`config.mk`:
```
export PLATFORM = sky130hd
export DESIGN_NAME = disp_cmd_writer
export DESIGN_NICKNAME = d
export VERILOG_FILES = /design/src/rtl/disp_cmd_writer.sv
export SDC_FILE = /design/constraint.sdc
export NUM_CORES = 1
export LEC_CHECK = 0
export CORE_ASPECT_RATIO = 0.7
export CORE_MARGIN = 2
export CORE_UTILIZATION = 54
export DETAILED_ROUTE_END_ITERATION = 6
export MAX_ROUTING_LAYER = met4
export PLACE_DENSITY = 0.8
export SLEW_MARGIN = 15
export SYNTH_ARGS = -nofsm -noshare
export SYNTH_HDL_FRONTEND = slang
export SYNTH_SLANG_ARGS = --single-unit
export TNS_END_PERCENT = 30
```
`constraint.sdc`:
```
create_clock -name clk -period 3 [get_ports clk]
set_clock_uncertainty 0.2 [all_clocks]
set_input_delay 0.6 -clock clk [delete_from_list [all_inputs] [get_ports clk]]
set_output_delay 0.6 -clock clk [all_outputs]
set_load 0.005 [all_outputs]
```
`src/rtl/disp_cmd_writer.sv`:
```
// Host-side writer for the display command FIFO: serialises pixdata, font-load and
// raw requests into strobed bytes, pacing on the synchronised active-low full flag.
module disp_cmd_writer #(
    parameter int FONT_BYTES        = 4096,
    parameter int WR_LOW_CYCLES     = 2,
    parameter int WR_RECOVER_CYCLES = 3
) (
    input  logic        clk,
    input  logic        rst,
    input  logic        cmd_valid,
    output logic        cmd_ready,
    input  logic [1:0]  cmd_op,
    input  logic [7:0]  cmd_arg,
    output logic [11:0] font_addr,
    input  logic [7:0]  font_data,
    input  logic        nff_in,
    output logic        disp_cmd_wr,
    output logic [7:0]  disp_cmd_out,
    output logic        busy
);

    localparam logic [1:0] OP_PIX  = 2'b00;
    localparam logic [1:0] OP_FONT = 2'b01;
    localparam logic [1:0] OP_RAW  = 2'b10;
    localparam int CMAX = (WR_LOW_CYCLES > WR_RECOVER_CYCLES) ? WR_LOW_CYCLES : WR_RECOVER_CYCLES;
    localparam int CW   = $clog2(CMAX + 1);

    typedef enum logic [2:0] {S_IDLE, S_WAIT, S_STROBE, S_RECOVER, S_DROP} state_t;

    state_t          r_state, w_next;
    logic            r_nff_s1, r_nff_s2;
    logic [CW-1:0]   r_cnt;
    logic [12:0]     r_rem;
    logic [1:0]      r_op;
    logic [7:0]      r_arg;
    logic            r_font_byte;
    logic            r_wr;
    logic [7:0]      r_out;
    logic [11:0]     r_font_addr;
    logic            w_accept;
    logic            w_cnt_done;
    logic            w_last;

    assign w_accept   = cmd_valid && cmd_ready;
    assign w_cnt_done = (r_cnt == '0);
    assign w_last     = (r_rem == '0);

    always_ff @(posedge clk or posedge rst) begin
        if (rst) r_state <= S_IDLE;
        else     r_state <= w_next;
    end

    always_comb begin
        w_next = r_state;
        case (r_state)
            S_IDLE:    if (w_accept) w_next = (cmd_op == 2'b11) ? S_DROP : S_WAIT;
            S_DROP:    w_next = S_IDLE;
            S_WAIT:    if (r_nff_s2) w_next = S_STROBE;
            S_STROBE:  if (w_cnt_done) w_next = S_RECOVER;
            S_RECOVER: if (w_cnt_done) w_next = w_last ? S_IDLE : S_WAIT;
            default:   w_next = S_IDLE;
        endcase
    end

    always_comb begin
        busy         = (r_state != S_IDLE);
        cmd_ready    = !busy && !rst;
        disp_cmd_wr  = r_wr;
        disp_cmd_out = r_out;
        font_addr    = r_font_addr;
    end

    // Strobe is registered from the next state so the FIFO sees a clean edge.
    always_ff @(posedge clk or posedge rst) begin
        if (rst) begin
            r_nff_s1    <= 1'b0;
            r_nff_s2    <= 1'b0;
            r_wr        <= 1'b1;
            r_out       <= 8'h00;
            r_font_addr <= 12'd0;
            r_cnt       <= '0;
            r_rem       <= 13'd0;
            r_op        <= 2'b00;
            r_arg       <= 8'h00;
            r_font_byte <= 1'b0;
        end else begin
            r_nff_s1 <= nff_in;
            r_nff_s2 <= r_nff_s1;
            r_wr     <= (w_next != S_STROBE);
            case (r_state)
                S_IDLE: if (w_accept) begin
                    r_op        <= cmd_op;
                    r_arg       <= cmd_arg;
                    r_font_addr <= 12'd0;
                    r_font_byte <= 1'b0;
                    case (cmd_op)
                        OP_PIX:  begin r_out <= 8'h81;   r_rem <= 13'd1; end
                        OP_FONT: begin r_out <= 8'h80;   r_rem <= 13'(FONT_BYTES); end
                        OP_RAW:  begin r_out <= cmd_arg; r_rem <= 13'd0; end
                        default: r_rem <= 13'd0;
                    endcase
                end
                S_WAIT: if (r_nff_s2) r_cnt <= CW'(WR_LOW_CYCLES - 1);
                S_STROBE: begin
                    if (w_cnt_done) begin
                        r_cnt <= CW'(WR_RECOVER_CYCLES - 1);
                        if (r_font_byte) r_font_addr <= r_font_addr + 12'd1;
                    end else begin
                        r_cnt <= r_cnt - 1'b1;
                    end
                end
                S_RECOVER: begin
                    if (!w_cnt_done) begin
                        r_cnt <= r_cnt - 1'b1;
                    end else if (!w_last) begin
                        // font_data has had at least two cycles to follow the address step
                        r_rem       <= r_rem - 13'd1;
                        r_out       <= (r_op == OP_FONT) ? font_data : r_arg;
                        r_font_byte <= (r_op == OP_FONT);
                    end
                end
                default: ;
            endcase
        end
    end

endmodule

```
* Word-level counts from Yosys, hierarchy flattened
Cells that the tools add are included.
** Storage, ports and cells
- Output and inout bits :: 23
- Bits of input ports :: 22
- Word-level logic and storage cells :: 77
- Register bits after elaboration :: 52
** Operators by class
- Reduce and logical (&&, ||, !) cells :: 17
- Muxes and demuxes :: 30
- Add/subtract/negate cells :: 3
- Equality and inequality tests :: 16
** Operators with widths (number)
- 13-bit one-hot mux with 2 select lines :: 2
- 13-bit two-way mux :: 3
- 12-bit two-way mux :: 3
- 8-bit two-way mux :: 4
- 12-bit one-hot mux with 2 select lines :: 1
- 8-bit one-hot mux with 3 select lines :: 1
- 8-bit one-hot mux with 2 select lines :: 1
- 3-bit two-way mux :: 5
- 2-bit != test, second input constant :: 7
- 13-bit zero test :: 1
- 13-bit by 1-bit subtractor with 13-bit output, second input constant :: 1
- 12-bit by 1-bit adder with 12-bit output, second input constant :: 1
- 3-bit one-hot mux with 4 select lines :: 1
- 4-bit AND reduction :: 2
- 3-bit by 2-bit == test with 1-bit output, second input constant :: 2
- 2-bit two-way mux :: 3
- 2-bit one-hot mux with 3 select lines :: 1
- 3-bit nonzero test :: 2
- 5-bit AND reduction :: 1
- 2-bit by 1-bit == test with 1-bit output, second input constant :: 2
- 2-bit == test, second input constant :: 2
- 2-bit zero test :: 2
- 1-bit two-way mux :: 4
- 4-bit by 1-bit != test with 1-bit output, second input constant :: 1
- other kinds (10) :: 13

* Logic depth before layout (Yosys ltp)
Gate-level depths: netlist of the first run.
- Word-level depth :: 7
- Gate-level depth with buffers :: 8
- Mapped depth without buffers :: 6

* Worst setup path before layout of the first run
OpenSTA, ideal clock, no wires.
- Path kind :: flip-flop to flip-flop
- Start :: reg r_rem[4]
- End :: reg r_out[0] (netlist: disp_cmd_out[0])
- Clock period less this slack :: 2595 ps
- Setup time :: 125 ps
- Slack :: 405 ps
- Stages on the path, launching flop included :: 7
- Required time :: 2675 ps
- Path buffers :: 2
- Data arrival time :: 2270 ps
- Path through :: dfrtp_1 > or4_1 > buf_6 > or4_4 > a32o_2 > buf_6 > mux2_4
** Between the ends
- Longest elaborated chain between the ends :: 3
** Ends and longest elaborated chain
- start, declared :: RTL line 33 : logic [12:0] r_rem;
- start signal, assigned :: RTL line 117 : r_rem <= r_rem - 13'd1;
- 13-bit zero test :: RTL line 46 : assign w_last = (r_rem == '0);
- 2-bit != test (no line)
- 5-bit AND reduction (no line)
- end signal, assigned :: RTL line 118 : r_out <= (r_op == OP_FONT) ? font_data : r_arg;
- end, declared :: RTL line 38 : logic [7:0] r_out;
Every way passes these cells.
A chain may end at the register's enable or synchronous reset.

* Worst setup path in the final report of the first run
- Start :: in cmd_valid
- End :: reg r_rem[8]
** Between the ends
- Longest elaborated chain between the ends :: 3
** Ends and longest elaborated chain
- start, declared :: RTL line 10 : input logic cmd_valid,
- 1-bit logical AND :: RTL line 44 : assign w_accept = cmd_valid && cmd_ready;
- 2-bit != test (no line)
- 4-bit AND reduction (no line)
Every way passes these cells.

==> impl_summary.md, run 1 <==
Status
The flow ran to the end, and the final reports show no timing, DRC or antenna violations.

Synth
The synthesized net count is 318. Summing the areas of all and, or, nand and nor instances in the mapped netlist gives 23.1% of the synthesized area. After Yosys synthesis, XOR and XNOR cells account for 1.54% of the synthesized area. The mux contribution to synthesized area is 9.15%.

The synthesized design spends more area on one cell type than any other, namely sky130_fd_sc_hd__dfrtp_1. The cell area after synthesis is 2850 um^2. The synthesized-area fraction occupied by ao, oa, aoi and oai cells is 13.0%. By area, the combinational part of the netlist is dominated by simple AND/OR/NAND/NOR gates. The cell count after synthesis is 288. By area the synthesized netlist is led by sky130_fd_sc_hd__dfrtp_1 45%, sky130_fd_sc_hd__nand2_1 5.8%, sky130_fd_sc_hd__mux2i_1 4.9%, sky130_fd_sc_hd__mux2_4 4.2%, sky130_fd_sc_hd__ha_1 3.5%.

The most used flip-flop cell after synthesis is sky130_fd_sc_hd__dfrtp_1. The average cell area after synthesis is 9.88 um^2. In this run, synthesis produced a sequential element count of 52. Of the total synthesized cell area, the portion taken by full adders, half adders and majority gates is 3.52%. The register area share after synthesis is 45.8%. Yosys mapped a number of flops with a built-in enable equal to 0. The warning count from the yosys run is 0.

Of the post-synthesis cell area, the dominant cell type holds 44.9%. The number of library cell types mapped by synthesis is 50. For this run, asynchronously set or reset flops after synthesis account for 100%.

STA
The number of pins exceeding their max-slew limit in the final report came to 0. Timing would allow up to 357 MHz. The pin slew with the least headroom to its limit is 0.668 ns. The headroom to the max-slew limit is 55.4%. The number of failing hold endpoints at the final stage was 0. After routing, the total negative slack on setup checks comes to 0 ns.

Final hold analysis gives a worst-case slack of 0.163 ns. The final clock period utilization by the worst path is 93.4%. The setup-violating endpoint count in the final report is 0. Setup repair after global routing left no endpoint under its margin. The least setup slack across all paths after layout is 0.197 ns. The clock period minus worst slack is 2.80 ns.

Global routing
Summed over all layers, the global routing overflow is 0. The overall track demand over capacity in global routing is 24.2%. The first global-routing pass estimated 11100 um of wire.

The number of antenna violations at the first check in global routing is 0. The number of global-route vias before repair was 2298. Entering global routing, the biggest net connects 34 pins.

Die
During I/O placement, the number of pins put on the boundary was 45. The width of the chip is 90.8 um. From bottom edge to top edge, the die measures 64.7 um. The die footprint is 5870 um^2. The floorplan has 22 rows. The initial core utilization is 55.3%. The region available for standard cell placement spans 5150 um^2.

Clocking
The clock-pin slew reported for the worst setup and hold paths after clock tree synthesis is 0.09 ns. The tree is rooted in a sky130_fd_sc_hd__clkbuf_8. The tree built by TritonCTS fans out to 52 sinks. The insertion delay of the later-clocked pin in the worst-skew pair is 0.30 ns. TritonCTS built the clock tree.

The number of setup buffers added after CTS is 0. In this run the number of H-tree levels came out at 2. The hold-fix buffer count after cts is 0. The number of buffers between clock root and the deepest sink is 2. The count of cells resized by post-cts repair is 0. Clock tree synthesis inserted a total of 5 buffers.

Routing
Across all layers, the routed design uses 2357 vias. The remaining antenna violation count is 0. For this run, the detailed router's first-pass iteration total came to 4. The final layout contains routed wiring with a total length of 6390 um. The mean number of vias per cell is 5.72. In the final routed layout, each cell accounts on average for 15.5 um. After detailed routing, the number of remaining DRC violations is 0. The first routing iteration left 146 violations.

Setup path
The critical path launch point type is an input port. The critical path class is input port to flip-flop. The required arrival time at the worst endpoint is 3.03 ns. Along the worst path, the maximum fanout reaches 8. The worst setup path is captured at a flip-flop. The logic depth of the worst register-to-register path is 6. For the worst setup path, the data arrival time is 2.83 ns.

Layout
The most frequent standard cell in the layout excluding fill and tap cells is sky130_fd_sc_hd__dfrtp_1. After the last flow step, the layout net total stands at 369. The area of all sequential standard cells is 1300 um^2. The library cells used most frequently in the layout, excluding fill and tap cells, are 51 x sky130_fd_sc_hd__dfrtp_1, 44 x sky130_fd_sc_hd__nand2_1, 44 x sky130_fd_sc_hd__clkdlybuf4s50_1. The share of cells above drive strength 1 is 14.4%. The repair_antennas step left the layout with diodes totalling 0. The layout has 431 filler cells. The area growth from synthesis to layout is 24.8%. The multi-input combinational cells in the finished layout cover a total of 1430 um^2.

Power and ir drop
The total power of the final layout is 2.93 mW. The total leakage power is 1.55 nW. VDD sags by at most 0.000424 V. The total power density per cell area is 825 nW/um^2.

Placement
The worst slack at placement is -0.113 ns. The HPWL after detailed placement is 4640 um. The final weighted congestion of routability-driven global placement is 0.882. Input and output buffers added on the ports amount to 44.

Run
The number of violations of the max-capacitance limit is 0.

Hold path
The hold path depth is 0. The worst hold-check path type is flip-flop to flip-flop.
## worst paths after layout
check / start / end / slack (ns)
max: cmd_valid / r_rem[8] / 0.20
min: r_nff_s1 / r_nff_s2 / 0.16
max reg2reg: r_rem[0] / disp_cmd_out[2] / 0.31
min reg2reg: r_nff_s1 / r_nff_s2 / 0.16
max in group asynchronous: rst / r_arg[3] / 1.54
min in group asynchronous: rst / r_arg[4] / 0.54
## layout make-up
cell class,instances,share of cell area [%]
repair buffers,59,15.9
inverters,10,1.06
clock buffers,6,2.33
well taps,72,2.54
multi-input cells,211,40.4
flip-flops and latches,52,36.7
clock inverters,2,1.09
## critical path: stages
cell and delay [ns]:
sky130_fd_sc_hd__clkdlybuf4s50_1 0.47, sky130_fd_sc_hd__or4b_2 0.65, sky130_fd_sc_hd__a211o_1 0.38, sky130_fd_sc_hd__or4_2 0.57, sky130_fd_sc_hd__a21oi_1 0.17
## cells in the mapped netlist (2+ instances only)
| cell | n |
|---|---|
| sky130_fd_sc_hd__or4_1 | 8 |
| sky130_fd_sc_hd__xor2_1 | 3 |
| sky130_fd_sc_hd__a21oi_1 | 18 |
| sky130_fd_sc_hd__nor2_1 | 11 |
| sky130_fd_sc_hd__clkbuf_1 | 12 |
| sky130_fd_sc_hd__ha_1 | 8 |
| sky130_fd_sc_hd__or2_2 | 3 |
| sky130_fd_sc_hd__and3_1 | 3 |
| sky130_fd_sc_hd__o211ai_1 | 3 |
| sky130_fd_sc_hd__or3_1 | 5 |
| sky130_fd_sc_hd__nor4_1 | 2 |
| sky130_fd_sc_hd__dfrtp_1 | 51 |
| sky130_fd_sc_hd__o31ai_1 | 9 |
| sky130_fd_sc_hd__or3b_2 | 3 |
| sky130_fd_sc_hd__buf_6 | 2 |
| sky130_fd_sc_hd__a22oi_1 | 2 |
| sky130_fd_sc_hd__inv_1 | 10 |
| sky130_fd_sc_hd__xnor2_1 | 2 |
| sky130_fd_sc_hd__o2bb2ai_1 | 6 |
| sky130_fd_sc_hd__mux2_4 | 8 |
| sky130_fd_sc_hd__or4b_2 | 3 |
| sky130_fd_sc_hd__o21ai_0 | 9 |
| sky130_fd_sc_hd__mux2i_1 | 14 |
| sky130_fd_sc_hd__and2_1 | 3 |
| sky130_fd_sc_hd__nor2b_1 | 3 |
| sky130_fd_sc_hd__nor3_1 | 5 |
| sky130_fd_sc_hd__or4_2 | 3 |
| sky130_fd_sc_hd__nand2b_1 | 5 |
| sky130_fd_sc_hd__nand3_1 | 6 |
| sky130_fd_sc_hd__nand4_1 | 5 |
| sky130_fd_sc_hd__nand2_1 | 44 |
## flip-flops by register name, summed over array words and instances, names as in the netlist
signal and flops:
r_arg 8, r_cnt 2, disp_cmd_out 8, font_addr 12
r_font_byte 1, r_nff_s1 1, r_op 2, r_rem 13
disp_cmd_wr 1, r_state 3, r_nff_s2 1
## through the flow
step | instance area [um^2] | instances | util (%)
floorplan | 2850 | 288 | -
global placement | 3430 | 404 | 66.6
detailed placement | 3430 | 404 | 66.6
CTS | 3550 | 412 | 69.0
global route | 3550 | 412 | 69.0
finish | 3550 | 412 | 69.0
## power by group
part | internal (mW) | switching [mW]
combinational | 0.657 | 0.685
clock | 0.273 | 0.228
sequential | 0.922 | 0.164
## metal layers
layer / global-route usage (%) / part of all wire [%] / vias to the layer above / routed length [um]
li1: - / - / 1145 / -
met1: 35.4 / 50 / 1151 / 3170
met2: 35.6 / 45 / 57 / 2860
met3: 4.42 / 5.0 / 4 / 317
met4: 5.00 / 0.64 / 0 / 41
met5: - / 0 / - / 0
## logic make-up (layout without fill, tap and decap cells)
| family | Yosys count | after routing |
|---|---|---|
| compound gates | 56 | 56 |
| xor+xnor | 5 | 5 |
| fa+ha+maj | 8 | 8 |
| buf+inv | 25 | 77 |
| flops | 52 | 52 |
| mux | 22 | 22 |
| simple gates | 120 | 120 |
(Power assumes the default switching activity.)
==> run 2, diff against run 1 <==
ABC_CLOCK_PERIOD_IN_PS = 3000   (was unset)
CORE_ASPECT_RATIO = unset   (was 0.7)
==> run 2 against run 1 <==
Compared with the run above:
- fmax rose by 0.88%
- total power fell by 2.1%
- non-clock buffer count fell by 2
- final cell count fell by 0.97%
- global-route usage rose by 0.45 points
- clock power fell by 12%
- combinational power barely moved
- critical endpoint is now r_rem[6]
==> impl_summary.md, run 2 (synthesized netlist as in run 1, its figures left out) <==
Placement
The sum of net half-perimeters after detailed placement is 4690 um. The number of placed instances, taps included, is 400. Input and output buffers added on the ports amount to 44. At the end of routability-driven placement, the weighted congestion stood at 0.867.

Clocking
The H-tree was split into 2 levels. TritonCTS built the clock tree. The clock sink count is 52. Buffers added to address setup during post-CTS repair amount to 0. Counting along the longest clock path gives a buffer depth of 2. After clock tree synthesis, the flow added hold-fix buffers numbering 0. Buffers inserted during clock tree synthesis total 5. The root buffer cell is sky130_fd_sc_hd__clkbuf_8. The count of cells resized by post-cts repair is 0. For the worst-skew pair, the clock arrives at the later sink with an insertion delay of 0.31 ns. The clock-pin slew reported for the worst setup and hold paths after clock tree synthesis is 0.09 ns.

STA
The number of failing hold endpoints at the final stage came to 0. For the finished layout, the period the worst path requires is 2.78 ns. The final sum of negative setup slack is 0 ns. The number of pins exceeding their max-slew limit in the final report is 0. The setup-violating endpoint count in the final report is 0. The final clock period utilization by the worst path is 92.6%. Setup repair after global routing left no endpoint under its margin. The pin slew with the least headroom to its limit is 0.554 ns.

In this run the tightest slew margin relative to its limit is 63.0%. The fmax is 360 MHz.

Routing
The iteration-0 DRC count of the detailed router is 127. The number of DRC violations after detailed routing is 0. The total wire length is 6610 um. The routed layout has 2386 vias.

Once detail routing completed, the nets flagged for antenna violations numbered 0. The mean number of vias per cell is 5.85. The first TritonRoute pass finished after 4 iterations. After detailed routing, the average wire length per cell comes to 16.2 um.

Die
The die footprint is 5870 um^2. The height of the die is 76.6 um. The width of the chip is 76.6 um.

Once the floorplan was initialized, standard cells occupied 55.7% of the core. The initialized floorplan defines 26 standard-cell rows. The region available for standard cell placement spans 5110 um^2. For this design the top-level I/O count stands at 45.

Global routing
The global-route wire length before repair is 11300 um. The overall track demand over capacity in global routing is 24.7%. The largest net degree at the start of global routing is 33.

The number of antenna violations at the first check in global routing is 0. The number of global-route vias before repair came to 2326. The total overflow left after global routing is 0.

Setup path
The capturing point of the worst reg2reg path is disp_cmd_out[0]. The data arrival time of the worst path is 2.83 ns. Measured in cells, the most critical reg-to-reg path has a length of 6.

The worst setup path is of the input port to flip-flop kind. The startpoint identified for the worst register-to-register timing path is r_rem[0]. STA classifies the critical path endpoint as a flip-flop. The flop-to-flop setup slack is 0.32 ns. The critical path launch point type is an input port.

STA puts the critical path data required time at 3.05 ns. The worst-path maximum fanout is 9.

Run
Max-cap violations in this run came to 0.

Layout
The area growth from synthesis to layout is 23.4%. The most frequent standard cell in the layout excluding fill and tap cells is sky130_fd_sc_hd__dfrtp_1. The repair_antennas step left the layout with diodes totalling 0. The final cell count without fillers is 408. The register with the most flip-flops in the layout has 13 of them. The post-route netlist has 13.6% of its cells at a drive strength greater than 1. The core occupancy in the finished layout is 68.7%. In the layout the commonest cells are 51 x sky130_fd_sc_hd__dfrtp_1, 44 x sky130_fd_sc_hd__nand2_1, 44 x sky130_fd_sc_hd__clkdlybuf4s50_1. The register bank with the most flops is r_rem. The count of nets after finishing is 367.

Power and ir drop
The largest vdd supply drop is 0.000422 V. The total power density per cell area is 817 nW/um^2. The design draws 2.87 mW.

Summed over all cells, the static leakage comes to 1.53 nW.

Hold path
The worst hold path belongs to the class flip-flop to flip-flop. The hold path depth is 0. The worst-case hold path end point is r_nff_s2. The worst hold path begins at r_nff_s1.

Status
The run finished with clean final reports.
## run 2: changes by cell type in the layout (fill, tap and decap cells not counted), sizes merged
cell,delta
bufinv,-1
clkinv,-1
clkbuf,+2
buf,-2
## run 2: report_power, final
| part | internal [mW] | leakage (nW) | switching (mW) |
|---|---|---|---|
| clock network | 0.211 | 0.0515 | 0.228 |
| logic | 0.645 | 0.806 | 0.677 |
| registers | 0.923 | 0.676 | 0.184 |
| total | 1.78 | 1.53 | 1.09 |
## run 2: routing by layer
| metal | vias up | GRT usage (%) | share of wire [%] |
|---|---|---|---|
| met5 | - | - | 0 |
| met4 | 0 | 7.45 | 0.95 |
| met3 | 8 | 4.27 | 3.6 |
| met2 | 59 | 38.0 | 49 |
| met1 | 1177 | 33.7 | 46 |
| li1 | 1142 | - | - |
## run 2: critical path, cell delays in order
cell	delay (ns)
sky130_fd_sc_hd__clkdlybuf4s50_1	0.46
sky130_fd_sc_hd__or4b_2	0.65
sky130_fd_sc_hd__a211o_1	0.38
sky130_fd_sc_hd__or4b_2	0.64
sky130_fd_sc_hd__nand2_1	0.09
## run 2: stage by stage
step / hold slack (ns) / setup slack (ns) / area [um^2]
6_report: 0.171 / 0.221 / 3510
5_1_grt: 0.178 / 0.165 / 3510
4_1_cts: 0.177 / 0.239 / 3510
3_5_place_dp: 0.158 / -0.106 / 3410
3_3_place_gp: 0.136 / -0.0411 / 3410
2_1_floorplan: 0.131 / 0.405 / 2850
## run 2: cell type report
type	instances	area [um^2]
Inverter	10	37.5
Sequential cell	52	1300
Tap cell	70	87.6
Clock buffer	8	100
Multi-Input combinational cell	211	1430
Fill cell	416	1600
Timing Repair Buffer	57	551
## run 2: how the worst max path moves through the flow
stage	from	to
2_1_floorplan	r_rem[4]	disp_cmd_out[0]
3_3_place_gp	cmd_valid	r_rem[8]
3_5_place_dp	cmd_valid	r_rem[8]
4_1_cts	cmd_valid	r_rem[8]
5_1_grt	cmd_valid	r_rem[8]
6_report	cmd_valid	r_rem[6]
